### src/rtl/display_scan_ctrl.sv
// Scan controller for an N-digit common-select 7-segment bank.
// It presents one digit per time slot to the shared segment decoder and drives
// the one-hot digit enables. Each slot starts with a short blanking interval.
// Digits are double-buffered: the host fills a shadow bank, and a commit copies
// it to the displayed (active) bank only at a frame boundary, so a frame never
// shows a mix of old and new digits.
module display_scan_ctrl #(
    parameter int N_DIG = 4,
    parameter int PRESC = 1000,
    parameter int BLANK = 2,
    parameter int AW    = (N_DIG <= 2) ? 1 : $clog2(N_DIG)
) (
    input  logic             clk,
    input  logic             rst,
    input  logic             enable,
    input  logic             wr_en,
    input  logic [AW-1:0]    wr_addr,
    input  logic [3:0]       wr_data,
    input  logic             wr_dp,
    input  logic             commit,
    input  logic             lz_blank,
    output logic [3:0]       digit_val,
    output logic             digit_dp,
    output logic [N_DIG-1:0] digit_en,
    output logic             commit_pend,
    output logic             commit_done
);

    localparam int PW = $clog2(PRESC);

    logic [PW-1:0] presc_cnt_reg, presc_cnt_next;
    logic [AW-1:0] sel_reg, sel_next;
    logic          commit_pend_reg, commit_pend_next;
    logic          commit_done_reg, commit_done_next;
    logic          en_reg;
    logic          lz_reg;

    logic [3:0]    shadow_code_reg [N_DIG];
    logic          shadow_dp_reg   [N_DIG];
    logic [3:0]    active_code_reg [N_DIG];
    logic          active_dp_reg   [N_DIG];

    logic          advance;
    logic          slot_end;
    logic          frame_end;
    logic          transfer;
    logic          blank_phase;
    logic [N_DIG-1:0] is_zero;
    logic [N_DIG-1:0] zero_from;
    logic [N_DIG-1:0] suppress;

    // The scan only moves once enable has been seen for a full cycle, so that
    // after a restart slot 0 begins with its complete blanking interval.
    assign advance   = enable && en_reg;
    assign slot_end  = (presc_cnt_reg == PW'(PRESC - 1));
    assign frame_end = slot_end && (sel_reg == AW'(N_DIG - 1));
    // A pending commit lands at the frame boundary, or right away when dark.
    assign transfer  = commit_pend_reg && (!enable || (advance && frame_end));

    // Next-state logic for the scan counters and the commit handshake.
    always_comb begin
        presc_cnt_next   = presc_cnt_reg;
        sel_next         = sel_reg;
        commit_pend_next = commit_pend_reg;
        commit_done_next = transfer;
        if (!enable) begin
            presc_cnt_next = '0;
            sel_next       = '0;
        end else if (advance) begin
            if (slot_end) begin
                presc_cnt_next = '0;
                sel_next       = (sel_reg == AW'(N_DIG - 1)) ? '0 : sel_reg + 1'b1;
            end else begin
                presc_cnt_next = presc_cnt_reg + 1'b1;
            end
        end
        // A commit arriving while the transfer happens is absorbed, not queued.
        if (transfer) begin
            commit_pend_next = 1'b0;
        end else if (commit) begin
            commit_pend_next = 1'b1;
        end
    end

    // Control state registers.
    always_ff @(posedge clk) begin
        if (rst) begin
            presc_cnt_reg   <= '0;
            sel_reg         <= '0;
            commit_pend_reg <= 1'b0;
            commit_done_reg <= 1'b0;
            en_reg          <= 1'b0;
            lz_reg          <= 1'b0;
        end else begin
            presc_cnt_reg   <= presc_cnt_next;
            sel_reg         <= sel_next;
            commit_pend_reg <= commit_pend_next;
            commit_done_reg <= commit_done_next;
            en_reg          <= enable;
            lz_reg          <= lz_blank;
        end
    end

    // Shadow and active digit banks; the active bank copies the shadow values
    // as they stood before any write landing on the same edge.
    always_ff @(posedge clk) begin
        if (rst) begin
            for (int i = 0; i < N_DIG; i++) begin
                shadow_code_reg[i] <= 4'h0;
                shadow_dp_reg[i]   <= 1'b0;
                active_code_reg[i] <= 4'h0;
                active_dp_reg[i]   <= 1'b0;
            end
        end else begin
            for (int i = 0; i < N_DIG; i++) begin
                if (wr_en && (wr_addr == AW'(i))) begin
                    shadow_code_reg[i] <= wr_data;
                    shadow_dp_reg[i]   <= wr_dp;
                end
                if (transfer) begin
                    active_code_reg[i] <= shadow_code_reg[i];
                    active_dp_reg[i]   <= shadow_dp_reg[i];
                end
            end
        end
    end

    // Blanking window at the head of every slot (absent when BLANK is 0).
    generate
        if (BLANK == 0) begin : g_no_blank
            assign blank_phase = 1'b0;
        end else begin : g_blank
            assign blank_phase = (presc_cnt_reg < PW'(BLANK));
        end
    endgenerate

    // Leading-zero chain: zero_from[i] means digit i and all above it are blank.
    genvar gi;
    generate
        for (gi = 0; gi < N_DIG; gi++) begin : g_digit
            assign is_zero[gi] = (active_code_reg[gi] == 4'h0) && !active_dp_reg[gi];
            if (gi == N_DIG - 1) begin : g_top
                assign zero_from[gi] = is_zero[gi];
            end else begin : g_mid
                assign zero_from[gi] = is_zero[gi] && zero_from[gi+1];
            end
            if (gi == 0) begin : g_lsd
                assign suppress[gi] = 1'b0;
            end else begin : g_upper
                assign suppress[gi] = lz_reg && zero_from[gi];
            end
            assign digit_en[gi] = en_reg && !blank_phase &&
                                  (sel_reg == AW'(gi)) && !suppress[gi];
        end
    endgenerate

    assign digit_val   = active_code_reg[sel_reg];
    assign digit_dp    = active_dp_reg[sel_reg];
    assign commit_pend = commit_pend_reg;
    assign commit_done = commit_done_reg;

endmodule

### config.mk
export PLATFORM = sky130hd
export DESIGN_NAME = display_scan_ctrl
export DESIGN_NICKNAME = d
export VERILOG_FILES = /design/src/rtl/display_scan_ctrl.sv
export SDC_FILE = /design/constraint.sdc
export NUM_CORES = 1
export LEC_CHECK = 0
export BUFFER_PORTS_ARGS = -buffer_cell sky130_fd_sc_hd__buf_2
export CORE_UTILIZATION = 50
export CTS_CLUSTER_SIZE = 16
export DETAILED_ROUTE_END_ITERATION = 8
export PLACE_DENSITY = 0.69
export SYNTH_ARGS = -nofsm -noshare
export SYNTH_HDL_FRONTEND = slang
export SYNTH_SLANG_ARGS = --single-unit
### constraint.sdc
create_clock -name clk -period 5.5 [get_ports clk]
set_clock_uncertainty 0.15 [all_clocks]
set_input_delay 1.1 -clock clk [delete_from_list [all_inputs] [get_ports clk]]
set_output_delay 1.1 -clock clk [all_outputs]
set_load 0.03 [all_outputs]
==> results of run 1 <==
==> worst min path at each step <==
| stage | cells past startpoint | from | to | slack, ps |
|---|---|---|---|---|
| floorplan | 2 | presc_cnt_reg[9] | presc_cnt_reg[9] | 320 |
| global placement | 2 | presc_cnt_reg[9] | presc_cnt_reg[9] | 340 |
| detailed placement | 2 | presc_cnt_reg[9] | presc_cnt_reg[9] | 350 |
| CTS | 2 | presc_cnt_reg[9] | presc_cnt_reg[9] | 360 |
| global route | 2 | presc_cnt_reg[9] | presc_cnt_reg[9] | 390 |
| finish | 2 | presc_cnt_reg[9] | presc_cnt_reg[9] | 350 |
==> placed cells by master (no fill, tap or decap), types with 2 or more instances in the layout <==
master,count
clkbuf_8,9
xor2_1,2
nor2b_1,3
clkinv_2,2
inv_1,8
and3_1,2
dfxtp_1,18
o21ai_0,5
a21oi_2,2
ha_1,5
edfxtp_1,40
a21oi_1,5
nor2_1,7
nor3b_2,2
nand2_1,6
nand3_1,4
nor3b_1,20
bufinv_16,2
nor3_1,5
or4_1,3
and2_1,21
buf_2,23
and4_2,2
a31o_2,3
nor4_1,3
nand4_1,6
or3_2,3
mux4_2,5
o31ai_1,5
a21boi_0,3
==> Yosys cell counts, drive strengths merged, types with 6 or more instances <==
master	n
dfxtp	18
o31ai	6
edfxtp	40
nand4	7
inv	8
and2	21
a21oi	7
nor3b	22
nor2	7
nand2	6
==> cell families after synthesis <==
| family | synth area share [%] |
|---|---|
| simple gates | 23.5 |
| flops | 57.6 |
| fa+ha+maj | 2.31 |
| compound gates | 8.31 |
| xor+xnor | 0.646 |
| buf+inv | 3.51 |
| mux | 4.16 |
==> through the flow <==
| stage | instance area [µm²] | worst slack [ps] | total power [µW] | hold WS [ps] | cells |
|---|---|---|---|---|---|
| floorplan | 2710 | 2260 | 550 | 317 | 211 |
| global placement | 2850 | 2430 | 568 | 337 | 294 |
| detailed placement | 2850 | 2350 | 569 | 350 | 294 |
| CTS | 3060 | 2390 | 978 | 357 | 310 |
| global route | 3060 | 2310 | 1010 | 386 | 310 |
| finish | 3060 | 2420 | 969 | 350 | 310 |
==> layout make-up <==
type / instances / area [µm²] / area share (%)
Inverter: 8 / 30.0 / 0.981
Tap cell: 70 / 87.6 / 2.86
Clock inverter: 6 / 81.3 / 2.66
Clock buffer: 10 / 128 / 4.17
Sequential cell: 58 / 1560 / 51.0
Timing Repair Buffer: 23 / 115 / 3.76
Multi-Input combinational cell: 135 / 1060 / 34.5
==> routing by layer <==
layer	routed length (µm)	track usage (%)
met5	0	0
met4	78	7.41
met3	243	6.75
met2	1900	25.4
met1	2330	28.8
==> power groups by stage <==
stage	clock network (µW)	registers [µW]	logic [µW]
4_1_cts	418	503	57.0
3_5_place_dp	0	512	56.7
5_1_grt	440	505	61.8
6_report	410	503	56.1
2_1_floorplan	0	509	40.6
3_3_place_gp	0	512	55.7
==> worst max-delay path: cells and delay by family, from the launching register on <==
| kind | cells | cell delay [ps] |
|---|---|---|
| flip-flops | 1 | 390 |
| AND/OR/NAND/NOR | 2 | 590 |
| buffers and inverters | 1 | 180 |
| AO/OA/AOI/OAI | 1 | 350 |
==> results by group, run 1 <==
Yosys
  – Register bit count reported by yosys: 58
  – Synth Flop Type: edfxtp_1
  – Post-synth EDFFs: 40
  – Register area share after synthesis: 57.6%
  – Largest area contributor in the netlist: edfxtp_1
  – Mapped cell area: 0.00271 mm²
  – Ys async rst share: 0%
  – Yosys warnings: 0
  – Yosys cell types: 43
  – Syn nets: 229
  – Synth Instances: 211
  – Top cells by area, synth: edfxtp_1 (44%), dfxtp_1 (13%), nor3b_1 (5.5%), and2_1 (4.8%), mux4_2 (4.2%)
  – Post-Syn Area per Cell: 12.8 µm²
  – Post-synth top area share: 44.3%

STA
  – Setup Viol. Count Final: 0
  – Setup_tns: 0 ps
  – Unrepaired setup endpoints after global routing: no
  – Min Tclk post-route: 3080 ps
  – Relative slew slack: 30.4%
  – Hold Violations, Final: 0
  – Final period utilization: 55.9%
  – Slew Viols, Final: 0
  – Fmax: 325 MHz
  – Worst-margin pin slew: 1040 ps

Hold path
  – Worst Hold Class: reg -> reg

Clocking
  – Cts hold-fix bufs: 0
  – Clk_lat worst skew: 330 ps
  – Post-CTS resize count: 0
  – CTS tree: yes
  – Clock slew at reported path FFs: 60 ps
  – # H-tree levels: 3
  – Clock Path Buffers: 2
  – Clk root buf: clkbuf_8
  – Post CTS Setup Buffer Count: 0
  – Clock sinks: 58
  – TritonCTS Buffers: 9

Power
  – Gate power share: 5.8%
  – Leak: 0.00107 µW
  – Clock network power share: 42.3%
  – Int Pwr: 765 µW
  – Sw Share: 21.0%
  – Net switching power: 204 µW
  – Register share of total power: 51.9%
  – Pwr dens: 317 mW/mm²
  – Maximum VDD drop: 0.000187 V

Drt
  – # DRC: 0
  – Vias: 1666
  – ANT nets after route: 0
  – Vias per inst: 5.37
  – Initial DRC count: 119
  – Drt first pass iters: 4
  – Routed WL: 4550 µm
  – Avg WL per Cell: 14.7 µm

Setup path
  – Critical Path End Type: output port
  – Critical path, cell by cell: nor4_1 -> nand4b_1 -> o311a_1 -> buf_2
  – Crit Path Category: reg -> out
  – Worst Path Max Fanout: 2
  – Required @ worst endpoint: 4250 ps
  – CP startpoint: active_code_reg[3][2]
  – Max incr delay on CP: 410 ps
  – Worst r2r dst: active_code_reg[3][3]
  – CP arrival: 1830 ps
  – R2R depth: 4
  – FF-to-FF Start: presc_cnt_reg[1]
  – Slowest cell on the critical path: nor4_1
  – Reg2Reg Setup Slack: 2960 ps
  – CP Capture Point: digit_en[1]
  – CP Launch Type: register

Placed design
  – IO buf count: 23
  – Post-DP HPWL: 3340 µm
  – GP Congestion: 0.731

Layout
  – Nets@finish: 253
  – Finished Core Util: 59.2%
  – Ant. Diodes: 0
  – Fraction of layout cells with a size suffix above 1: 25.0%
  – Synth-to-Final Area Change: 12.9%
  – Fillcell total: 419

Global route
  – Largest net degree at the start of global routing: 22
  – First-pass GRT wire length: 7630 µm
  – Total GRT Usage: 19.2%
  – Initial antenna violation count: 0
  – Total gr overflow: 0
  – Vias in the first global route: 1551

Floorplan
  – Die Ht: 75.6 µm
  – Std cell rows: 26
  – Area of the core: 0.00517 mm²
  – Die area: 0.00572 mm²
  – Initial Util: 52.4%
  – Number of I/O pins: 24
  – Width of the die: 75.6 µm

Run
  – Max Cap Viol: 0

Status
  – Status: finished clean
Power figures use the tool's default switching activity.
==> run 2: changes to the inputs <==
--- a/config.mk
+++ b/config.mk
@@ -9,7 +9,7 @@
 export CORE_UTILIZATION = 50
 export CTS_CLUSTER_SIZE = 16
 export DETAILED_ROUTE_END_ITERATION = 8
-export PLACE_DENSITY = 0.69
+export PLACE_DENSITY = 0.71
 export SYNTH_ARGS = -nofsm -noshare
 export SYNTH_HDL_FRONTEND = slang
 export SYNTH_SLANG_ARGS = --single-unit
==> constraint.sdc (replaced) <==
create_clock -name clk -period 2.82 [get_ports clk]
set_clock_uncertainty 0.15 [all_clocks]
set_input_delay 0.564 -clock clk [delete_from_list [all_inputs] [get_ports clk]]
set_output_delay 0.564 -clock clk [all_outputs]
set_load 0.03 [all_outputs]
==> results by group, run 2 (same netlist as run 1, synthesis figures left out) <==
STA
  – Relative slew slack: 56.4% (was 30.4%)
  – Unrepaired setup endpoints after global routing: no (unchanged)
  – Fmax: 404 MHz
  – Final period utilization: 87.8%
  – Setup_tns: 0 ps (unchanged)
  – Worst-margin pin slew: 652 ps (was 1040 ps)
  – Slew Viols, Final: 0 (unchanged)
  – Setup Viol. Count Final: 0 (unchanged)
  – Hold Violations, Final: 0 (unchanged)
  – Min Tclk post-route: 2480 ps

Layout
  – Nets@finish: 254 (was 253)
  – Sequential Area: 0.00156 mm² (unchanged)
  – Fraction of layout cells with a size suffix above 1: 25.3% (was 25.0%)
  – Final instance area: 0.00304 mm² (was 0.00306 mm²)
  – Fillcell total: 411 (was 419)
  – Ant. Diodes: 0 (unchanged)
  – Most frequent cells in the layout: edfxtp_1 (40), buf_2 (23), and2_1 (21), nor3b_1 (20), dfxtp_1 (18) (unchanged)
  – Commonest non-fill, non-tap cell in the layout: edfxtp_1 (unchanged)
  – Synth-to-Final Area Change: 12.3% (was 12.9%)
  – Multi-input gate area: 0.00106 mm² (unchanged)
  – Finished Layout Cells: 311 (was 310)

Drt
  – # DRC: 0 (unchanged)
  – ANT nets after route: 0 (unchanged)
  – Vias per inst: 5.42 (was 5.37)
  – Drt first pass iters: 5 (was 4)
  – Initial DRC count: 122 (was 119)
  – Avg WL per Cell: 15.0 µm (was 14.7 µm)
  – Vias: 1687 (was 1666)
  – Routed WL: 4650 µm (was 4550 µm)

Setup path
  – CP Launch Type: register (unchanged)
  – Critical path, cell by cell: nor4_1 -> nand4b_1 -> o311a_1 -> buf_2 (unchanged)
  – CP arrival: 1760 ps (was 1830 ps)
  – Critical Path End Type: output port (unchanged)
  – Slowest cell on the critical path: edfxtp_1 (was nor4_1)
  – Reg2Reg Setup Slack: 760 ps (was 2960 ps)
  – Crit Path Category: reg -> out (unchanged)
  – Crit path buffers/inverters: 1 (unchanged)
  – Max incr delay on CP: 380 ps (was 410 ps)
  – Required @ worst endpoint: 2110 ps (was 4250 ps)
  – Worst Path Max Fanout: 2 (unchanged)
  – Crit-path leading delay family: simple AND/OR/NAND/NOR gates (unchanged)

Power
  – Pwr dens: 590 mW/mm² (was 317 mW/mm²)
  – Maximum VDD drop: 0.000323 V (was 0.000187 V)
  – Leak: 0.00107 µW (about the same)

Placed design
  – IO buf count: 23 (unchanged)
  – Placed inst area: 0.00286 mm² (was 0.00285 mm²)
  – GP Congestion: 0.764 (was 0.731)
  – Post-DP HPWL: 3380 µm (was 3340 µm)
  – Placed Cells: 295 (was 294)

Clocking
  – CTS tree: yes (unchanged)
  – Cts hold-fix bufs: 0 (unchanged)
  – TritonCTS Buffers: 9 (unchanged)
  – Post CTS Setup Buffer Count: 0 (unchanged)
  – Clk_lat worst skew: 330 ps (about the same)
  – Clock Path Buffers: 2 (unchanged)
  – Clk root buf: clkbuf_8 (unchanged)
  – Post-CTS resize count: 0 (unchanged)
  – Clock slew at reported path FFs: 60 ps (about the same)
  – # H-tree levels: 3 (unchanged)
  – Clock sinks: 58 (unchanged)

Global route
  – Vias in the first global route: 1515 (was 1551)
  – First-pass GRT wire length: 7270 µm (was 7630 µm)
  – Initial antenna violation count: 0 (unchanged)
  – Largest net degree at the start of global routing: 22 (unchanged)
  – Total gr overflow: 0 (unchanged)
  – Total GRT Usage: 18.5% (was 19.2%)

Floorplan
  – Die Ht: 75.6 µm (unchanged)
  – Number of I/O pins: 24 (unchanged)
  – Die area: 0.00572 mm² (unchanged)
  – Initial Util: 52.4% (unchanged)
  – Std cell rows: 26 (unchanged)
  – Area of the core: 0.00517 mm² (unchanged)
  – Width of the die: 75.6 µm (unchanged)

Run
  – Max Cap Viol: 0 (unchanged)

Hold path
  – Worst Hold Class: in -> reg (was reg -> reg)

Status
  – Status: finished clean (unchanged)
==> run 2: changes by cell type in the layout (fill, tap and decap cells not counted), sizes merged <==
cell	delta
clkinv	+2
buf	+1
bufinv	-1
clkinvlp	-1
==> run 2: per-layer routing <==
metal	up-vias	wire, µm	part of all wire [%]	track usage [%]
li1	851	-	-	-
met3	4	181	3.9	7.14
met2	44	2020	43	26.2
met5	-	0	0	0
met4	0	42	0.90	8.02
met1	788	2420	52	25.4
==> run 2: path summary, 6_finish.rpt <==
check                              from               endpoint  cells after the start
setup reg to reg       presc_cnt_reg[1]  active_code_reg[1][3]                      5
hold / removal                 lz_blank                 lz_reg                      2
hold reg to reg        presc_cnt_reg[9]       presc_cnt_reg[9]                      2
setup / recovery  active_code_reg[3][2]            digit_en[1]                      4
==> run 2: where the power goes <==
group,switching (µW),total (µW),internal [µW],leakage (µW)
clock network,301,702,401,0.0000974
registers,22.6,983,960,0.000545
logic,68.0,110,42.1,0.000422
total,392,1800,1400,0.00107
==> run 2: final cells by class <==
cell class                 instances  area share (%)
tap                               70            2.88
sequential                        58            51.3
timing repair buffer              24            4.03
multi-input combinational        135            34.7
clock inverter                     6            1.89
clock buffer                      10            4.19
inverter                           8           0.986
==> run 2: stage by stage <==
step           power (µW)  utilization [%]  setup slack, ps  hold WS, ps
2_1_floorplan        1070                -              117          317
3_3_place_gp         1110             55.3              688          344
3_5_place_dp         1110             55.3              679          348
4_1_cts              1810             58.9              320          301
5_1_grt              1860             58.9              266          301
6_report             1800             58.9              344          314
==> run 2: worst reg2reg max path: cells and delay by family, from the launching register on <==
| family | cells | cell delay [ps] |
|---|---|---|
| adder cells (fa/ha/maj) | 1 | 280 |
| AND/OR/NAND/NOR | 2 | 480 |
| buffers and inverters | 1 | 260 |
| AO/OA/AOI/OAI | 1 | 170 |
| flip-flops | 1 | 410 |
==> run 3: changes to the inputs <==
--- a/config.mk
+++ b/config.mk
@@ -5,11 +5,12 @@
 export SDC_FILE = /design/constraint.sdc
 export NUM_CORES = 1
 export LEC_CHECK = 0
+export ABC_AREA = 1
 export BUFFER_PORTS_ARGS = -buffer_cell sky130_fd_sc_hd__buf_2
 export CORE_UTILIZATION = 50
 export CTS_CLUSTER_SIZE = 16
 export DETAILED_ROUTE_END_ITERATION = 8
-export PLACE_DENSITY = 0.71
+export PLACE_DENSITY = 0.72
 export SYNTH_ARGS = -nofsm -noshare
 export SYNTH_HDL_FRONTEND = slang
 export SYNTH_SLANG_ARGS = --single-unit
==> results by group, run 3 <==
Yosys
  – Largest area contributor in the netlist: edfxtp_1 (unchanged)
  – Ys async rst share: 0% (unchanged)
  – Post-Syn Area per Cell: 9.71 µm² (was 12.8 µm²)
  – Syn nets: 286 (was 229)
  – Register bit count reported by yosys: 58 (unchanged)
  – Mapped cell area: 0.00260 mm² (was 0.00271 mm²)
  – Top-count cell post-synth: nor2_1 (was edfxtp_1)
  – Synth Flop Type: edfxtp_1 (unchanged)
  – Yosys warnings: 0 (unchanged)
  – Top cells by area, synth: edfxtp_1 (46%), dfxtp_1 (14%), nor2_1 (8.5%), inv_1 (6.2%), nor2_2 (4.3%) (was edfxtp_1 (44%), dfxtp_1 (13%), nor3b_1 (5.5%), and2_1 (4.8%), mux4_2 (4.2%))
  – Post-synth top area share: 46.2% (was 44.3%)
  – Register area share after synthesis: 60.0% (was 57.6%)
  – Post-synth top cells: nor2_1 (59), inv_1 (43), edfxtp_1 (40) (was edfxtp_1 (40), and2_1 (21), nor3b_1 (20))
  – Post-synth EDFFs: 40 (unchanged)
  – Yosys cell types: 25 (was 43)
  – Synth Instances: 268 (was 211)

Floorplan
  – Area of the core: 0.00488 mm² (was 0.00517 mm²)
  – Number of I/O pins: 24 (unchanged)
  – Initial Util: 53.3% (was 52.4%)
  – Width of the die: 74.1 µm (was 75.6 µm)
  – Die Ht: 74.1 µm (was 75.6 µm)
  – Die area: 0.00550 mm² (was 0.00572 mm²)
  – Std cell rows: 25 (was 26)

Hold path
  – Hold EP: lz_reg (unchanged)
  – Worst hold path cell count: 2 (unchanged)
  – Hold Startpoint: rst (was lz_blank)
  – Worst Hold Class: in -> reg (unchanged)

STA
  – Relative slew slack: 66.5% (was 56.4%)
  – Min Tclk post-route: 2470 ps (was 2480 ps)
  – Fmax: 404 MHz (about the same)
  – Hold Violations, Final: 0 (unchanged)
  – Unrepaired setup endpoints after global routing: no (unchanged)
  – Setup Viol. Count Final: 0 (unchanged)
  – Final WS setup: 346 ps (was 344 ps)
  – Worst-margin pin slew: 497 ps (was 652 ps)
  – Setup_tns: 0 ps (unchanged)
  – Slew Viols, Final: 0 (unchanged)
  – Final period utilization: 87.7% (was 87.8%)

Layout
  – Fillcell total: 433 (was 411)
  – Synth-to-Final Area Change: 13.9% (was 12.3%)
  – Finished Core Util: 60.7% (was 58.9%)
  – Finished Layout Cells: 371 (was 311)
  – Fraction of layout cells with a size suffix above 1: 20.4% (was 25.3%)
  – Commonest non-fill, non-tap cell in the layout: nor2_1 (was edfxtp_1)
  – Ant. Diodes: 0 (unchanged)
  – Most frequent cells in the layout: nor2_1 (59), inv_1 (43), edfxtp_1 (40), buf_2 (23), nand2_1 (20) (was edfxtp_1 (40), buf_2 (23), and2_1 (21), nor3b_1 (20), dfxtp_1 (18))
  – Nets@finish: 317 (was 254)

Clocking
  – TritonCTS Buffers: 9 (unchanged)
  – Clock sinks: 58 (unchanged)
  – Post CTS Setup Buffer Count: 0 (unchanged)
  – CTS tree: yes (unchanged)
  – Clk_lat worst skew: 320 ps (was 330 ps)
  – Post-CTS resize count: 0 (unchanged)
  – # H-tree levels: 3 (unchanged)
  – Cts hold-fix bufs: 0 (unchanged)
  – Clock slew at reported path FFs: 60 ps (about the same)
  – Clock Path Buffers: 2 (unchanged)
  – Clk root buf: clkbuf_8 (unchanged)

Placed design
  – Post-DP HPWL: 3340 µm (was 3380 µm)
  – IO buf count: 23 (unchanged)
  – GP Congestion: 0.884 (was 0.764)
  – Placed Cells: 355 (was 295)
  – Pre-CTS setup slack: 704 ps (was 679 ps)

Drt
  – Vias per inst: 4.69 (was 5.42)
  – Avg WL per Cell: 11.9 µm (was 15.0 µm)
  – Routed WL: 4400 µm (was 4650 µm)
  – DR top layer: met4 (unchanged)
  – Vias: 1740 (was 1687)
  – DR WL met3: 182 µm (was 181 µm)
  – Drt first pass iters: 4 (was 5)
  – # DRC: 0 (unchanged)
  – Initial DRC count: 95 (was 122)
  – WL met1: 2210 µm (was 2420 µm)
  – Met2 Wirelength: 1940 µm (was 2020 µm)
  – ANT nets after route: 0 (unchanged)

Setup path
  – FF-to-FF Start: presc_cnt_reg[0] (was presc_cnt_reg[1])
  – Required @ worst endpoint: 2110 ps (about the same)
  – Critical path, cell by cell: nor3_1 -> nand4_1 -> o21ai_0 -> nor2_1 -> buf_2 (was nor4_1 -> nand4b_1 -> o311a_1 -> buf_2)
  – Crit path buffers/inverters: 1 (unchanged)
  – Max incr delay on CP: 430 ps (was 380 ps)
  – Reg2Reg Setup Slack: 900 ps (was 760 ps)
  – Worst Path Max Fanout: 5 (was 2)
  – Worst r2r dst: active_code_reg[1][0] (was active_code_reg[1][3])
  – CP arrival: 1760 ps (about the same)
  – Crit path depth: 5 (was 4)
  – Crit-path leading delay family: simple AND/OR/NAND/NOR gates (unchanged)
  – Crit Path Category: reg -> out (unchanged)
  – CP startpoint: presc_cnt_reg[6] (was active_code_reg[3][2])
  – R2R depth: 8 (was 5)
  – Slowest cell on the critical path: o21ai_0 (was edfxtp_1)
  – Critical Path End Type: output port (unchanged)
  – CP Launch Type: register (unchanged)

Global route
  – Initial antenna violation count: 0 (unchanged)
  – Largest net degree at the start of global routing: 22 (unchanged)
  – First-pass GRT wire length: 7300 µm (was 7270 µm)
  – Total gr overflow: 0 (unchanged)
  – Total GRT Usage: 18.7% (was 18.5%)
  – Vias in the first global route: 1624 (was 1515)

Power
  – Leak: 0.00125 µW (was 0.00107 µW)
  – Gate power share: 6.1% (about the same)
  – Pwr dens: 594 mW/mm² (was 590 mW/mm²)
  – Maximum VDD drop: 0.000397 V (was 0.000323 V)
  – Register share of total power: 55.3% (was 54.7%)
  – Clock network power share: 38.6% (was 39.1%)
  – Pwr Total: 1760 µW (was 1800 µW)
  – Sw Share: 22.0% (was 21.8%)
  – Net switching power: 387 µW (was 392 µW)
  – Int Pwr: 1370 µW (was 1400 µW)

Run
  – Max Cap Viol: 0 (unchanged)

Status
  – Status: finished clean (unchanged)
==> run 3: cell count changes in the layout (fill, tap and decap cells not counted), moves of 5 or more <==
cell	before	now
nand2_1	6	20
nor2_1	7	59
o31ai_1	5	0
nand3_1	4	9
inv_1	8	43
mux4_2	5	0
o22ai_1	0	6
o21ai_0	5	14
and2_1	21	0
nor3b_1	20	0
nor2_2	0	18
==> run 3: area by class of cell <==
| type | instances | area, µm² | share of cell area (%) |
|---|---|---|---|
| multi-input combinational | 161 | 841 | 28.4 |
| inverter | 44 | 165 | 5.57 |
| tap | 67 | 83.8 | 2.83 |
| timing repair buffer | 25 | 130 | 4.39 |
| sequential | 58 | 1560 | 52.7 |
| clock buffer | 14 | 173 | 5.83 |
| clock inverter | 2 | 10.0 | 0.338 |
==> run 3: cell families (layout without fill, tap and decap cells) <==
family	after synthesis	count (layout)	synth area share, %
xor+xnor	5	5	1.68
compound gates	24	24	5.00
flops	58	58	60.0
buf+inv	49	85	7.69
fa+ha+maj	5	5	2.40
simple gates	127	127	23.2
==> run 3: worst max path at each step <==
| stage | endpoint |
|---|---|
| floorplan | active_code_reg[0][0] |
| global placement | digit_en[1] |
| detailed placement | digit_en[1] |
| CTS | digit_en[1] |
| global route | digit_en[1] |
| finish | digit_en[1] |
==> run 3: worst reg2reg max path: stages (launching register included) <==
cell	delay [ps]
dfxtp_1	370
ha_1	190
nand2_1	120
nor2_1	160
nand4_1	90
nand2_1	110
nand2_1	60
nand2_1	70
buf_4	270
==> run 3: per-stage QoR <==
step / hold WS, ps / instance area (µm²)
after floorplan: 319 / 2600
after global routing: 257 / 2960
after global placement: 349 / 2780
final: 256 / 2960
after CTS: 244 / 2960
after detailed placement: 367 / 2780
==> run 3: per-layer routing <==
layer | GRT usage (%) | vias to the layer above
met3 | 6.10 | 5
li1 | - | 935
met1 | 24.3 | 761
met2 | 28.2 | 39
met5 | 0 | -
met4 | 9.62 | 0
==> run 3: power by group through the flow <==
| stage | Combinational, µW | Sequential [µW] | Clock (µW) |
|---|---|---|---|
| global placement | 105 | 990 | 0 |
| detailed placement | 108 | 992 | 0 |
| floorplan | 73.2 | 989 | 0 |
| CTS | 108 | 974 | 694 |
| finish | 107 | 974 | 680 |
| global route | 120 | 978 | 735 |
